### config.mk
export PLATFORM = sky130hd
export DESIGN_NAME = fetch_queue_flat
export DESIGN_NICKNAME = d
export VERILOG_FILES = /design/src/rtl/fetch_queue_if.sv /design/src/rtl/fetch_queue.sv /design/src/flat_wrapper.sv
export SDC_FILE = /design/constraint.sdc
export NUM_CORES = 1
export LEC_CHECK = 0
export CAP_MARGIN = 25
export CELL_PAD_IN_SITES_DETAIL_PLACEMENT = 1
export CELL_PAD_IN_SITES_GLOBAL_PLACEMENT = 2
export CORE_MARGIN = 5
export CORE_UTILIZATION = 37
export DETAILED_ROUTE_END_ITERATION = 10
export MAX_ROUTING_LAYER = met4
export PLACE_DENSITY_LB_ADDON = 0.1
export SYNTH_ARGS = -nofsm -noshare
export SYNTH_HDL_FRONTEND = slang
export SYNTH_SLANG_ARGS = --single-unit
### constraint.sdc
create_clock -name clk -period 3.7 [get_ports clk]
set_input_delay 0.555 -clock clk [delete_from_list [all_inputs] [get_ports clk]]
set_output_delay 0.555 -clock clk [all_outputs]
set_load 0.02 [all_outputs]
### src/rtl/fetch_queue_if.sv
// Fetch front-end bus: icache request/response, predictor lookup, redirect, decode dequeue.
interface fetch_queue_if #(
  parameter int unsigned XLEN   = 32,
  parameter int unsigned PRED_W = 41,
  parameter int unsigned CNT_W  = 3
);
  logic              icache_read;
  logic [XLEN-1:0]   icache_addr;
  logic [31:0]       icache_rdata;
  logic              icache_resp;
  logic              pred_taken;
  logic [XLEN-1:0]   pred_target;
  logic [PRED_W-1:0] pred_info;
  logic              redirect;
  logic [XLEN-1:0]   redirect_pc;
  logic              deq_valid;
  logic              deq_ready;
  logic [31:0]       deq_instr;
  logic [XLEN-1:0]   deq_pc;
  logic              deq_pred_taken;
  logic [PRED_W-1:0] deq_pred_info;
  logic [CNT_W-1:0]  count;

  modport master (
    output icache_read, icache_addr,
    input  icache_rdata, icache_resp,
    input  pred_taken, pred_target, pred_info,
    input  redirect, redirect_pc,
    output deq_valid, deq_instr, deq_pc, deq_pred_taken, deq_pred_info, count,
    input  deq_ready
  );

  modport slave (
    input  icache_read, icache_addr,
    output icache_rdata, icache_resp,
    output pred_taken, pred_target, pred_info,
    output redirect, redirect_pc,
    input  deq_valid, deq_instr, deq_pc, deq_pred_taken, deq_pred_info, count,
    output deq_ready
  );
endinterface

### src/rtl/fetch_queue.sv
// Instruction-fetch FSM feeding a DEPTH-entry queue between icache and decode.
module fetch_queue #(
  parameter int unsigned     DEPTH    = 4,
  parameter int unsigned     XLEN     = 32,
  parameter int unsigned     PRED_W   = 41,
  parameter logic [XLEN-1:0] RESET_PC = XLEN'(32'h0000_0060)
) (
  input  logic          clk,
  input  logic          rst,
  fetch_queue_if.master bus
);
  localparam int unsigned      PTR_W = $clog2(DEPTH);
  localparam int unsigned      CNT_W = $clog2(DEPTH + 1);
  localparam logic [CNT_W-1:0] FULL  = CNT_W'(DEPTH);

  typedef enum logic [1:0] {IDLE, REQ, DROP} state_e;

  typedef struct packed {
    logic [31:0]       instr;
    logic [XLEN-1:0]   pc;
    logic              taken;
    logic [PRED_W-1:0] info;
  } entry_t;

  state_e           state_q, state_d;
  logic [XLEN-1:0]  fetch_pc_q, fetch_pc_d;
  logic [XLEN-1:0]  pend_pc_q, pend_pc_d;
  logic [PTR_W-1:0] head_q, head_d, tail_q, tail_d;
  logic [CNT_W-1:0] count_q, count_d, count_post;
  entry_t           mem_q [DEPTH];
  entry_t           enq_ent, head_ent;
  logic             enq, deq;
  logic [XLEN-1:0]  redir_pc;

  // Fetch FSM: request sequencing, next-PC selection, in-flight redirect handling
  always_comb begin
    state_d    = state_q;
    fetch_pc_d = fetch_pc_q;
    pend_pc_d  = pend_pc_q;
    enq        = 1'b0;
    redir_pc   = bus.redirect_pc & ~XLEN'(3);
    deq        = (count_q != '0) && bus.deq_ready && !bus.redirect;
    count_post = count_q + CNT_W'(1) - CNT_W'(deq);
    enq_ent    = '{instr: bus.icache_rdata, pc: fetch_pc_q,
                   taken: bus.pred_taken, info: bus.pred_info};
    unique case (state_q)
      IDLE: begin
        if (bus.redirect)        fetch_pc_d = redir_pc;
        else if (count_q < FULL) state_d    = REQ;
      end
      REQ: begin
        if (bus.icache_resp) begin
          if (bus.redirect) begin
            fetch_pc_d = redir_pc;
          end else begin
            enq        = 1'b1;
            fetch_pc_d = bus.pred_taken ? bus.pred_target : fetch_pc_q + XLEN'(4);
            state_d    = (count_post < FULL) ? REQ : IDLE;
          end
        end else if (bus.redirect) begin
          // keep presenting the old address until its response drains
          pend_pc_d = redir_pc;
          state_d   = DROP;
        end
      end
      DROP: begin
        if (bus.icache_resp) begin
          fetch_pc_d = bus.redirect ? redir_pc : pend_pc_q;
          state_d    = REQ;
        end else if (bus.redirect) begin
          pend_pc_d = redir_pc;
        end
      end
      default: state_d = IDLE;
    endcase
  end

  // Queue pointers and occupancy; redirect flushes and wins over enq/deq
  always_comb begin
    head_d  = head_q;
    tail_d  = tail_q;
    count_d = count_q;
    if (bus.redirect) begin
      head_d  = tail_q;
      count_d = '0;
    end else begin
      if (enq) tail_d = tail_q + PTR_W'(1);
      if (deq) head_d = head_q + PTR_W'(1);
      count_d = count_q + CNT_W'(enq) - CNT_W'(deq);
    end
  end

  // Control state registers
  always_ff @(posedge clk or negedge rst) begin
    if (!rst) begin
      state_q    <= IDLE;
      fetch_pc_q <= RESET_PC;
      pend_pc_q  <= RESET_PC;
      head_q     <= '0;
      tail_q     <= '0;
      count_q    <= '0;
    end else begin
      state_q    <= state_d;
      fetch_pc_q <= fetch_pc_d;
      pend_pc_q  <= pend_pc_d;
      head_q     <= head_d;
      tail_q     <= tail_d;
      count_q    <= count_d;
    end
  end

  // Entry storage; contents need no reset
  always_ff @(posedge clk) begin
    if (enq) mem_q[tail_q] <= enq_ent;
  end

  assign head_ent           = mem_q[head_q];
  assign bus.icache_read    = (state_q != IDLE);
  assign bus.icache_addr    = fetch_pc_q;
  assign bus.deq_valid      = (count_q != '0);
  assign bus.deq_instr      = head_ent.instr;
  assign bus.deq_pc         = head_ent.pc;
  assign bus.deq_pred_taken = head_ent.taken;
  assign bus.deq_pred_info  = head_ent.info;
  assign bus.count          = count_q;
endmodule

### src/flat_wrapper.sv
// flat-port wrapper written by rule: the top's interface ports become plain ports
module fetch_queue_flat 
#(
  parameter int unsigned     DEPTH    = 4,
  parameter int unsigned     XLEN     = 32,
  parameter int unsigned     PRED_W   = 41,
  parameter logic [XLEN-1:0] RESET_PC = XLEN'(32'h0000_0060)
)
  (clk, rst, bus_icache_read, bus_icache_addr, bus_icache_rdata, bus_icache_resp, bus_pred_taken, bus_pred_target, bus_pred_info, bus_redirect, bus_redirect_pc, bus_deq_valid, bus_deq_instr, bus_deq_pc, bus_deq_pred_taken, bus_deq_pred_info, bus_count, bus_deq_ready);
  fetch_queue_if #(.XLEN(XLEN), .PRED_W(PRED_W), .CNT_W(3)) bus_i ();
  input  logic clk;
  input  logic rst;
  output wire logic [$bits(bus_i.icache_read)-1:0] bus_icache_read;
  output wire logic [$bits(bus_i.icache_addr)-1:0] bus_icache_addr;
  input wire logic [$bits(bus_i.icache_rdata)-1:0] bus_icache_rdata;
  input wire logic [$bits(bus_i.icache_resp)-1:0] bus_icache_resp;
  input wire logic [$bits(bus_i.pred_taken)-1:0] bus_pred_taken;
  input wire logic [$bits(bus_i.pred_target)-1:0] bus_pred_target;
  input wire logic [$bits(bus_i.pred_info)-1:0] bus_pred_info;
  input wire logic [$bits(bus_i.redirect)-1:0] bus_redirect;
  input wire logic [$bits(bus_i.redirect_pc)-1:0] bus_redirect_pc;
  output wire logic [$bits(bus_i.deq_valid)-1:0] bus_deq_valid;
  output wire logic [$bits(bus_i.deq_instr)-1:0] bus_deq_instr;
  output wire logic [$bits(bus_i.deq_pc)-1:0] bus_deq_pc;
  output wire logic [$bits(bus_i.deq_pred_taken)-1:0] bus_deq_pred_taken;
  output wire logic [$bits(bus_i.deq_pred_info)-1:0] bus_deq_pred_info;
  output wire logic [$bits(bus_i.count)-1:0] bus_count;
  input wire logic [$bits(bus_i.deq_ready)-1:0] bus_deq_ready;
  assign bus_icache_read = bus_i.icache_read;
  assign bus_icache_addr = bus_i.icache_addr;
  assign bus_i.icache_rdata = bus_icache_rdata;
  assign bus_i.icache_resp = bus_icache_resp;
  assign bus_i.pred_taken = bus_pred_taken;
  assign bus_i.pred_target = bus_pred_target;
  assign bus_i.pred_info = bus_pred_info;
  assign bus_i.redirect = bus_redirect;
  assign bus_i.redirect_pc = bus_redirect_pc;
  assign bus_deq_valid = bus_i.deq_valid;
  assign bus_deq_instr = bus_i.deq_instr;
  assign bus_deq_pc = bus_i.deq_pc;
  assign bus_deq_pred_taken = bus_i.deq_pred_taken;
  assign bus_deq_pred_info = bus_i.deq_pred_info;
  assign bus_count = bus_i.count;
  assign bus_i.deq_ready = bus_deq_ready;
  fetch_queue #(.DEPTH(DEPTH), .XLEN(XLEN), .PRED_W(PRED_W), .RESET_PC(RESET_PC)) u_core (.clk(clk), .rst(rst), .bus(bus_i));
endmodule
### Word-level counts from Yosys, hierarchy flattened

Memory sizes are Yosys's and may differ from the RTL's.
Index checks and enable logic that the tools add are counted.

| storage, ports and cells | value |
|---|---|
| register bits | 73 |
| RAM bits | 424 |
| logic and storage cells | 63 |
| memories | 1 |

| cells by class | value |
|---|---|
| add/sub/neg operators | 7 |
| magnitude comparators | 2 |
| equal/unequal tests | 9 |
| muxes and demuxes | 23 |
| bitwise operators | 2 |
| reductions and logical operators | 13 |

Memory list:

| memory | depth | width | read ports | clocked after Yosys merged registers in | wr ports | RTL line | RTL |
|---|---|---|---|---|---|---|---|
| u_core.mem_q | 4 | 106 | 1 | 0 | 1 | fetch_queue.sv:30 | `entry_t mem_q [DEPTH];` |

Operators by type and width:

| kind | number |
|---|---|
| 2-to-1 mux 32 bit | 6 |
| one-hot mux 32 bit (3 select lines) | 1 |
| adder 32 x 3 -> 32 bit (second input constant) | 1 |
| 2-to-1 mux 2 bit | 8 |
| != test 2 bit (second input constant) | 4 |
| < comparator 3 bit (second input constant) | 2 |
| 2-to-1 mux 1 bit | 6 |
| != test 3 bit (second input constant) | 2 |
| one-hot mux 2 bit (3 select lines) | 1 |
| nonzero test 3 bit | 2 |
| subtractor 3 x 1 -> 3 bit | 2 |
| AND reduction 5 bit | 1 |
| adder 2 x 1 -> 2 bit (second input constant) | 2 |
| AND reduction 2 bit | 2 |
| AND reduction 4 bit | 1 |
| nonzero test 2 bit | 2 |
| adder 3 x 1 -> 3 bit | 1 |
| adder 3 x 1 -> 3 bit (second input constant) | 1 |
| 2-to-1 mux 3 bit | 1 |
| equality test 2 x 1 -> 1 bit (second input constant) | 1 |
| equality test 2 bit (second input constant) | 1 |
| logical AND 1 bit | 2 |
| zero test 2 bit | 1 |
| != test 2 x 1 -> 1 bit (second input constant) | 1 |
| other kinds (3) | 4 |

### Longest topological paths before layout

| logic depth | value |
|---|---|
| word-level depth | 9 |
| mapped depth | 12 |
| gate-level depth less buffers | 10 |

### Worst setup path before layout

Ideal clock, no wire load.

| timing path | value |
|---|---|
| path type | input-to-reg |
| start | input bus_redirect |
| end | memory u_core.mem_q[0][0] (netlist bit) (enable) |
| setup time | 0.478 ns |
| arrival | 3.635 ns |
| setup slack | -0.413 ns |
| stages | 4 |
| path through | clkbuf_1 > inv_1 > clkbuf_1 > and3_1 |

| on the way | value |
|---|---|
| word-level cells in the longest chain between the ends | 5 |

RTL lines:

| what | RTL line | RTL |
|---|---|---|
| start: declaration | flat_wrapper.sv:20 | `input wire logic [$bits(bus_i.redirect)-1:0] bus_redirect;` |
| 2-to-1 mux 1 bit | fetch_queue.sv:53 | `if (bus.redirect) begin` |
| 2-to-1 mux 1 bit | fetch_queue.sv:52 | `if (bus.icache_resp) begin` |
| 2-to-1 mux 1 bit | fetch_queue.sv:46 | `unique case (state_q)` |
| 2-to-1 mux 1 bit | fetch_queue.sv:114 | `if (enq) mem_q[tail_q] <= enq_ent;` |
| 2-to-1 mux 1 bit (not written as such) | fetch_queue.sv:114 |  |
| end: declaration | fetch_queue.sv:30 |  |

Every way passes these cells.

### Worst setup path after layout

| timing path | value |
|---|---|
| start | register u_core.head_q[0] |
| end | output bus_deq_pred_info[37] |

| on the way | value |
|---|---|
| word-level cells in the longest chain between the ends | 1 |

RTL lines:

| what | RTL line | RTL |
|---|---|---|
| start: declaration | fetch_queue.sv:28 | `logic [PTR_W-1:0] head_q, head_d, tail_q, tail_d;` |
| start signal: assignment | fetch_queue.sv:99 | `head_q <= '0;` |
| start signal: assignment | fetch_queue.sv:106 | `head_q <= head_d;` |
| memory read (4 x 106 bit) | - |  |
| end: declaration | flat_wrapper.sv:26 | `output wire logic [$bits(bus_i.deq_pred_info)-1:0] bus_deq_pred_info;` |

Every way passes these cells.

==> impl_metrics.py <==
metrics = {
    "route": {
        "detail_route.first_pass.iterations": 4,
        "final_wirelength_um": 55300,
        "postRouteAntennaNets": 0,
        "via_per_inst": 5.36,
        "drt_first_iter_violations": 769,
        "detail_route.wl_per_cell_um": 25.9,
        "route.detailed.drc": 0,
        "via_count": 11448,
    },
    "yosys": {
        "synth_fa_ha_area_frac": 0.00850,
        "syn-instance-count": 1071,
        "synth_cell_types": 62,
        "post_synth_mux_area_share": 0.140,
        "synth_simple_gate_area_share": 0.0489,
        "most_frequently_used_cell_type_in_the_post_synthesis_netlist": "edfxtp_1",
        "synth_enable_flop_cells": 424,
        "seq_area_frac_synth": 0.728,
        "ys_top_cells_by_area": "edfxtp_1, mux4_2, dfrtp_1",
        "netlist_area_um2": 20000,
        "synth_ff_type": "edfxtp_1",
        "synth_seq_cells": 497,
        "synthesis.area_per_instance_um2": 18.7,
        "synth-compound-area-share": 0.0519,
        "synth.cells.most_frequent": "edfxtp_1, mux4_2, dfrtp_1",
        "yosys_warnings": 0,
        "synth.largest_area_cell": "edfxtp_1",
        "async_reset_ff_frac": 0.147,
        "dominant_combinational_cell_family_by_area_after_synthesis": "multiplexers",
        "synth_xor_area_frac": 0.00613,
        "yosysTopAreaCellShare": 0.636,
        "postSynthNetCount": 1227,
    },
    "die": {
        "top_level_ports": 286,
        "die_x_um": 243,
        "die-height_um": 243,
        "dieArea_um2": 58800,
        "coreArea_um2": 53700,
        "floorplan.initialDensity": 0.373,
        "number_of_cell_rows": 85,
    },
    "critical_path": {
        "crit_fanout": 24,
        "critical_path_start_type": "flip-flop",
        "critPathRequiredTime_ns": 3.14,
        "critical_path.endpoint_type": "output pin",
        "ff2ff_setup_slack_ns": 1.08,
        "crit_path_arrival_time_ns": 2.95,
        "worstSetupPathType": "flip-flop to output pin",
    },
    "sta": {
        "finalSetupTns_ns": 0,
        "fmax_mhz": 285,
        "number_of_failing_setup_endpoints_in_the_final_timing_report": 0,
        "fin_crit_sh": 0.948,
        "maxSlewViolCount": 0,
        "setup_ws_ns": 0.193,
        "setup_clock_skew_after_layout_ns": 0.0174,
        "slew_headroom": 0.427,
        "unrepaired_setup_endpoints_after_global_routing": "false",
        "max_slew.worst_pin.slew_ns": 0.859,
        "hold_violations": 0,
        "finalCriticalPeriod_ns": 3.51,
    },
    "cts": {
        "cts-buffers-inserted": 53,
        "cts.repair.resized": 0,
        "clk_latency_ns": 0.59,
        "post_cts_hold_buffer_count": 0,
        "cts_tree": "yes",
        "clock_tree_buffer_depth": 3,
        "ctsHtreeMaxLevel": 2,
        "postCtsSetupRepairBufs": 0,
        "root_buffer_master": "clkbuf_16",
        "clk_pin_slew_ns": 0.06,
        "cts_sinks": 497,
    },
    "outcome": {
        "status": "complete, no violations",
    },
    "hold_path": {
        "hold_path_class": "input pin to async pin",
    },
    "layout": {
        "fin_util": 0.481,
        "area.sequential_um2": 14600,
        "synthToLayoutAreaGrowth_pct": 29.0,
        "drive_gt1_frac": 0.194,
        "design.final.nets": 1550,
        "multiInputGateArea_um2": 5140,
        "n_fill_cell": 5070,
    },
    "global_route": {
        "use_met1": 0.261,
        "groute.usage.overall": 0.191,
        "top_usage_layer": "met2",
        "number_of_antenna_violations_at_the_first_check_in_global_routing": 5,
        "met3_track_demand_over_resource": 0.0301,
        "maximum_number_of_pins_on_one_net_before_global_route_repair": 60,
        "grt_first_pass_wirelength_um": 82700,
        "number_of_global_route_vias_before_repair": 12413,
        "grt_remaining_overflow": 0,
        "global_route.usage.met2": 0.302,
    },
    "power": {
        "p_leak_nw": 8.68,
        "ir_drop_mv": 0.393,
        "power_density_relative_to_cell_area_nw_per_um2": 822,
        "final_total_pwr_mw": 21.2,
    },
    "placement": {
        "place.port_buffers": 283,
        "globalplace.congestion": 0.771,
        "dp_slack_ns": 0.610,
        "dp_hpwl_um": 36900,
    },
    "flow_run": {
        "drv_cap": 0,
    },
}
==> per-stage QoR <==
stage                     area [µm²]  std cells  hold slack [ns]
after floorplan                20000       1071            0.259
after global placement         24100       2035            0.465
after detailed placement       24100       2035            0.481
after CTS                      25800       2132           0.0861
after global routing           25800       2136            0.113
final                          25800       2137           0.0772
==> worst max-delay path, cell delays in order, from the launching register on <==
cell and delay, ns:
dfrtp_4 0.87, buf_12 0.32, mux4_2 0.55, clkdlybuf4s50_1 0.58
==> per-layer routing <==
metal,part of all wire,wire [µm]
met1,0.44,24500
met2,0.49,27200
met3,0.044,2430
met4,0.023,1260
met5,0,0
==> sequential cells by signal, indices dropped and copies added (netlist names) <==
register and flops:
u_core.bus.count 3, u_core.mem_q 424, u_core.head_q 2, u_core.tail_q 2, u_core.state_q 2, u_core.pend_pc_q 32, u_core.bus.icache_addr 32
==> placed cells by master (no fill, tap or decap), types with 8 or more instances in the layout <==
cell type,count
nand3_1,18
o22ai_1,11
clkinv_1,13
clkinv_2,9
inv_1,19
a221o_1,9
a31oi_1,8
mux4_2,106
clkbuf_1,9
buf_4,29
xnor2_1,8
o21ai_0,25
nand4_1,13
ha_1,12
nand2_1,31
nor2_1,44
buf_12,18
dfrtp_1,67
o211ai_1,8
a221oi_1,10
edfxtp_1,424
clkbuf_16,55
a21oi_1,11
nand2b_1,8
clkdlybuf4s50_1,282
nor3_1,16
mux2_2,33
a22oi_1,14
==> final cells by class <==
class                           instances  share of cell area
Clock inverter                         33              0.0130
Tap cell                              696              0.0337
Antenna cell                            5            0.000485
Multi-Input combinational cell        494               0.199
Sequential cell                       497               0.564
Inverter                               19             0.00276
Timing Repair Buffer                  329               0.132
Clock buffer                           64              0.0546
==> cell families (layout without fill, tap and decap cells) <==
logic type      after synthesis  after routing
buf+inv                      80            445
compound gates              142            142
xor+xnor                     14             14
flops                       497            497
fa+ha+maj                    13             13
mux                         144            144
other cells                   0              5
simple gates                181            181
==> report_power, final <==
group          total, mW  internal, mW  switching, mW
sequential          7.96          7.05          0.908
combinational       7.92          3.77           4.15
clock               5.35          3.19           2.17
total               21.2          14.0           7.22
==> path summary, 6_finish.rpt <==
kind	from	endpoint	cells past startpoint
max	u_core.head_q[0]	bus_deq_pred_info[37]	3
min	rst	u_core.pend_pc_q[3]	1
max reg2reg	u_core.state_q[1]	u_core.bus.icache_addr[29]	8
min reg2reg	u_core.pend_pc_q[1]	u_core.pend_pc_q[1]	1
max in group asynchronous	rst	u_core.pend_pc_q[14]	2
min in group clk	u_core.pend_pc_q[1]	u_core.pend_pc_q[1]	1
Power figures use the tool's default switching activity.
